`src/rtl/core_ctrl_pkg.sv`:
```
// core_ctrl_pkg: shared state and termination-status encodings for the core run controller
package core_ctrl_pkg;
    typedef enum logic [1:0] {IDLE, RESET, RUN, FINISH} run_state_t;
    typedef enum logic [1:0] {ST_NONE, ST_HALT, ST_TIMEOUT, ST_ABORT} run_status_t;
endpackage

```
`src/rtl/core_run_ctrl.sv`:
```
// core_run_ctrl: sequences one program run of the core (reset, run, halt/timeout/abort) with a four-phase req/done handshake
//   clk, reset (async, active-low), req/abort (host levels), prog_ctr (core PC)
//   core_reset/core_en drive the core; busy/done/status/cycle_cnt report to the host
module core_run_ctrl
    import core_ctrl_pkg::*;
#(
    parameter int D          = 12,
    parameter int HALT_ADDR  = 128,
    parameter int RST_CYCLES = 2,
    parameter int CW         = 16,
    parameter int TIMEOUT    = 60000
) (
    input  logic          clk,
    input  logic          reset,
    input  logic          req,
    input  logic          abort,
    input  logic [D-1:0]  prog_ctr,
    output logic          core_reset,
    output logic          core_en,
    output logic          busy,
    output logic          done,
    output logic [1:0]    status,
    output logic [CW-1:0] cycle_cnt
);
    localparam int RW = $clog2(RST_CYCLES + 1);
    run_state_t    state;
    run_status_t   st_q;
    logic [RW-1:0] rst_cnt;
    always_ff @(posedge clk or negedge reset) begin
        if (!reset) begin
            state     <= IDLE;
            st_q      <= ST_NONE;
            cycle_cnt <= '0;
            rst_cnt   <= '0;
        end else begin
            case (state)
                IDLE: if (req) begin
                    state     <= RESET;
                    rst_cnt   <= RW'(RST_CYCLES - 1);
                    cycle_cnt <= '0;
                    st_q      <= ST_NONE;
                end
                RESET: begin
                    rst_cnt <= rst_cnt - 1'b1;
                    if (abort) begin
                        state <= FINISH;
                        st_q  <= ST_ABORT;
                    end else if (rst_cnt == '0)
                        state <= RUN;
                end
                RUN: begin
                    // the terminating edge is counted as a run cycle too
                    cycle_cnt <= cycle_cnt + 1'b1;
                    if (prog_ctr == D'(HALT_ADDR)) begin
                        state <= FINISH;
                        st_q  <= ST_HALT;
                    end else if (abort) begin
                        state <= FINISH;
                        st_q  <= ST_ABORT;
                    end else if (cycle_cnt == CW'(TIMEOUT - 1)) begin
                        state <= FINISH;
                        st_q  <= ST_TIMEOUT;
                    end
                end
                default: if (!req) state <= IDLE;
            endcase
        end
    end
    assign core_reset = state == IDLE || state == RESET;
    assign core_en    = state == RUN;
    assign busy       = state == RESET || state == RUN;
    assign done       = state == FINISH;
    assign status     = st_q;
endmodule
```
`config.mk`:
```
export PLATFORM = sky130hd
export DESIGN_NAME = core_run_ctrl
export DESIGN_NICKNAME = d
export VERILOG_FILES = /design/src/rtl/core_ctrl_pkg.sv /design/src/rtl/core_run_ctrl.sv
export SDC_FILE = /design/constraint.sdc
export NUM_CORES = 1
export LEC_CHECK = 0
export ABC_AREA = 0
export BUFFER_PORTS_ARGS = -buffer_cell sky130_fd_sc_hd__buf_2
export CORE_MARGIN = 3
export CORE_UTILIZATION = 51
export CTS_CLUSTER_SIZE = 25
export DETAILED_ROUTE_END_ITERATION = 16
export GPL_ROUTABILITY_DRIVEN = 0
export GPL_TIMING_DRIVEN = 0
export HOLD_SLACK_MARGIN = 0.15
export PLACE_DENSITY = 0.77
export REMOVE_ABC_BUFFERS = 1
export SYNTH_ARGS = -nofsm -noshare
export SYNTH_HDL_FRONTEND = slang
export SYNTH_SLANG_ARGS = --single-unit
```
`constraint.sdc`:
```
create_clock -name clk -period 2.7 [get_ports clk]
set_input_delay 0.27 -clock clk [delete_from_list [all_inputs] [get_ports clk]]
set_output_delay 0.27 -clock clk [all_outputs]
set_load 0.01 [all_outputs]
```
## Word level (Yosys, flattened, before mapping)

Index checks and enable logic that the tools add are counted.

| cells by class | value |
|---|---|
| add/sub/neg operators | 2 |
| eq/ne operators | 10 |
| mux-type cells | 17 |
| reduce and logical (&&, ||, !) cells | 11 |

Operator list:

| operator | number |
|---|---|
| 16-bit case mux with 2 select lines | 1 |
| 2-bit 2-to-1 mux | 12 |
| 16-bit by 1-bit adder with 16-bit output (second input constant) | 1 |
| 16-bit equality test (second input constant) | 1 |
| 16-bit 2-to-1 mux | 1 |
| 12-bit by 8-bit equality test with 1-bit output (second input constant) | 1 |
| 2-bit case mux with 3 select lines | 2 |
| 4-bit AND reduction | 2 |
| 2-bit equality test (second input constant) | 2 |
| 2-bit zero test | 2 |
| 2-bit != test (second input constant) | 2 |
| 4-bit by 1-bit != test with 1-bit output (second input constant) | 1 |
| 4-bit by 2-bit != test with 1-bit output (second input constant) | 1 |
| 2-bit case mux with 2 select lines | 1 |
| 2-bit AND reduction | 2 |
| 2-bit nonzero test | 2 |
| 3-bit != test (second input constant) | 1 |
| 3-bit nonzero test | 1 |
| 2-bit by 1-bit equality test with 1-bit output (second input constant) | 1 |
| 1-bit logical OR | 2 |
| 2-bit by 1-bit subtractor with 2-bit output (second input constant) | 1 |

| storage, ports and cells | value |
|---|---|
| bits in registers | 22 |
| input bits | 16 |
| output and inout bits | 22 |
| word-level logic and storage cells | 44 |

## Logic depth before layout (Yosys ltp)

| logic depth | value |
|---|---|
| depth in word-level cells | 5 |
| mapped depth | 8 |
| mapped depth without buffers | 6 |

## Least setup slack after synthesis

Ideal clock, no wire load.

| timing path | value |
|---|---|
| kind | register -> register |
| from | reg state[0] |
| to | reg cycle_cnt[11] |
| setup time | 78 ps |
| arrival | 1864 ps |
| data required time | 2622 ps |
| setup slack | 758 ps |
| stages on the path, launching flop included | 9 |
| buffers on the path | 2 |
| clock period less this slack | 1942 ps |
| cell sequence | dfrtp_1 -> inv_1 -> ha_1 -> buf_4 -> mux2i_1 -> or2_1 -> buf_2 -> or4_1 -> a21oi_1 |

| between the ends | value |
|---|---|
| word-level cells in the longest chain between the ends | 3 |
| elaborated cells between the ends (all ways) | 6 |
| classes of those cells | 2 x eq/ne; 1 x mux; 3 x reduce/logical |

RTL lines:

| element | line | source |
|---|---|---|
| from (decl) | core_run_ctrl.sv:26 | `run_state_t state;` |
| from (signal assigned) | core_run_ctrl.sv:31 | `state <= IDLE;` |
| from (signal assigned) | core_run_ctrl.sv:38 | `state <= RESET;` |
| from (signal assigned) | core_run_ctrl.sv:46 | `state <= FINISH;` |
| 2-bit equality test / 2-bit zero test (equally long branches) | core_run_ctrl.sv:36 | `case (state)` |
| 2-bit nonzero test (no line) / 2-bit != test (equally long branches) | n/a |  |
| 2-bit AND reduction (no line) | n/a |  |
| to (signal assigned) | core_run_ctrl.sv:53 | `cycle_cnt <= cycle_cnt + 1'b1;` |
| to (decl) | core_run_ctrl.sv:23 | `output logic [CW-1:0] cycle_cnt` |

Several ways; a longest one is shown, not always the timed one.
A chain may end at the register's enable or synchronous reset.

## Worst setup path in the final report

| timing path | value |
|---|---|
| from | reg state[0] |
| to | reg cycle_cnt[9] |

Same word-level chain as after synthesis.

==> flow_metrics.py <==
metrics = {
    "power_and_ir_drop": {
        "p_per_area_nw_per_um2": 793,
        "p_seq_share_pct": 37.3,
        "swShare_pct": 41.7,
        "ir_drop_v": 0.000643,
        "p_leak_nw": 0.767,
        "comb_power_share_pct": 51.2,
        "clkPwrFrac_pct": 11.5,
        "p_switching_mw": 0.529,
        "p_int_mw": 0.739,
        "p_total_mw": 1.27,
    },
    "cells_and_area": {
        "nets": 202,
        "areaGrowthSynthToFinish_pct": 16.6,
        "drive_above_1_share_pct": 28.8,
        "mostFrequentLayoutCell": "buf_2",
        "antenna_cells": 0,
        "final_cell_mix": "buf_2, dfrtp_1, nand2_1",
    },
    "sta": {
        "max_clock_freq_mhz": 442,
        "hold_viol": 0,
        "finClkSkew_ps": 5.73,
        "period_share_pct": 83.7,
        "setup_viol": 0,
        "relSlewSlack_pct": 40.2,
        "rsz0062_at_grt": "false",
        "finalMaxSlewViolations": 0,
        "setup-tns-final_ps": 0,
        "period_needed_ps": 2260,
        "worst_slew_pin_slew_ps": 894,
    },
    "setup_path": {
        "worstPathMaxFanout": 12,
        "crit_path_top_delay_cell": "dfrtp_1",
        "crit_type": "reg2reg",
        "rr_endpoint": "cycle_cnt[9]",
        "max_stage_delay_ps": 450,
        "timing.reg2reg.setup_slack_ps": 440,
        "worst_r2r_path_depth": 6,
        "cp_top_family": "simple AND/OR/NAND/NOR gates",
        "required_ps": 2930,
        "crit_path_start_kind": "flop",
        "r2r_start": "state[0]",
        "worstPathCellList": "inv_1, ha_1, mux2i_1, or2_1, or4_1, a21oi_1",
        "worstPathArrival_ps": 2490,
        "end_kind": "flop",
        "critPathBufInv": 1,
    },
    "logic_synthesis": {
        "yosysWarnings": 0,
        "ys_seq_area_share_pct": 40.1,
        "synth_top_cell_by_area": "dfrtp_1",
        "netlist_area_um2": 1370,
        "synthDistinctLibCells": 43,
        "synthTopCellsByArea": "dfrtp_1, ha_1, a21oi_1",
        "synth_cells": 140,
        "syn_area_per_cell_um2": 9.80,
        "synth-seq-cells": 22,
        "yosys.area.top_type_share_pct": 40.1,
    },
    "clocking": {
        "clk_pin_slew_ps": 120,
        "clock_sinks": 22,
        "htreeDepth": 1,
        "cts_buffers": 3,
        "clock_latency_ps": 300,
        "clockBufferDepth": 2,
        "cts_tree": "done",
        "root_buffer": "clkbuf_4",
    },
    "routing": {
        "drt_drc_violations_left": 0,
        "drt_pass1_iterations": 4,
        "via_per_inst": 5.67,
        "routedWlPerCell_um": 13.9,
        "drtIter0Drc": 43,
        "vias": 1174,
        "finalWirelength_mm": 2.89,
        "ant_nets": 0,
    },
    "placed_design": {
        "dp_hpwl_mm": 2.27,
        "port_buffers": 37,
    },
    "outcome": {
        "status": "completed",
    },
    "floorplan": {
        "io_pins": 38,
        "dieArea_um2": 3350,
        "fp-row-count": 18,
        "die_x_um": 57.9,
        "die_h_um": 57.9,
        "initial_core_util_pct": 54.4,
        "core-area_um2": 2520,
    },
    "global_route": {
        "antenna_found_initial": 0,
        "grt_pass1_wl_mm": 5.27,
        "grt-ovfl-total": 0,
        "grt_usage_pct": 19.7,
        "grt_pass1_vias": 1154,
        "grt_max_degree": 23,
    },
    "hold_path": {
        "min_path_cells": 3,
        "hold_start": "abort",
        "min_path_type": "in2reg",
        "min_to": "status[0]",
    },
    "run": {
        "max_cap_violations": 0,
    },
}
worst register-to-register path: stages, from the launching register on:
cell and delay (ps):
dfrtp_1 450, inv_1 100, ha_1 390, mux2i_1 260
or2_1 400, or4_1 430, a21oi_1 160
stage by stage:
step | hold slack, ps | utilization [%] | area, um^2 | cells | setup WS (ps)
after floorplan | -25.6 | - | 1340 | 136 | 700
after global placement | 253 | 62.1 | 1570 | 203 | 582
after detailed placement | 265 | 62.1 | 1570 | 203 | 514
after CTS | 274 | 63.4 | 1600 | 207 | 447
after global routing | 282 | 63.4 | 1600 | 207 | 264
final | 269 | 63.4 | 1600 | 207 | 439
what timing repair did:
item | 4_1_cts | 5_1_grt
resized for setup | 0 | 0
hold buffers | 1 | 0
hold endpoints to repair | 22 | 0
endpoints found under the setup margin | 0 | 0
setup buffers | 0 | 0
power groups by stage:
stage	combinational (mW)	sequential, mW	clock (mW)
6_report	0.650	0.473	0.145
5_1_grt	0.728	0.490	0.162
4_1_cts	0.659	0.475	0.150
3_5_place_dp	0.650	0.482	0
3_3_place_gp	0.622	0.471	0
2_1_floorplan	0.456	0.482	0
synthesized netlist by cell type, drive strengths merged:
cell     instances
a211oi           2
nand4            4
nand4bb          1
nand4b           1
or3              4
nor4             3
or3b             1
a32o             1
buf              3
and3             2
a22o             1
nand2           12
o21ai           10
xnor2            3
dfrtp           22
ha               7
nand3            5
mux2i            1
mux2             5
a21oi            9
and2b            3
nand2b           2
o41ai            1
and4             2
o31ai            3
xor2             3
clkbuf           1
nor3             3
nor4b            2
inv              7
or4              3
nor2             9
and2             1
or2              2
o2bb2ai          1
routing by layer:
metal	global-route usage [%]	vias to the layer above	wire length [um]
met3	2.90	4	174
li1	-	588	-
met1	28.3	540	1310
met5	0	-	0
met2	31.1	42	1380
met4	4.97	0	25
cells by family (layout without fill, tap and decap cells):
logic type,after synthesis,count (layout),share of synthesized area (%)
simple gates,60,60,26.4
compound gates,28,28,14.2
flops,22,22,40.1
buf+inv,11,48,3.92
fa+ha+maj,7,7,6.39
xor+xnor,6,6,3.83
mux,6,6,5.11
cell type report:
class,count,area [um^2]
fillers,224,923
multi-input cells,107,767
flip-flops and latches,22,551
repair buffers,38,195
well taps,30,37.5
inverters,7,26.3
clock buffers,3,22.5
worst max-delay path by stage:
stage	slack [ps]	end	from	depth (start not counted)
5_1_grt	260	cycle_cnt[9]	state[0]	6
4_1_cts	450	cycle_cnt[9]	state[0]	6
3_3_place_gp	580	cycle_cnt[9]	state[0]	6
2_1_floorplan	700	cycle_cnt[11]	state[0]	6
6_report	440	cycle_cnt[9]	state[0]	6
3_5_place_dp	510	cycle_cnt[9]	state[0]	6
state kept, by name, summed over array words and instances (netlist names):
signal     cells
state          2
status         2
rst_cnt        2
cycle_cnt     16
(Power assumes the default switching activity.)
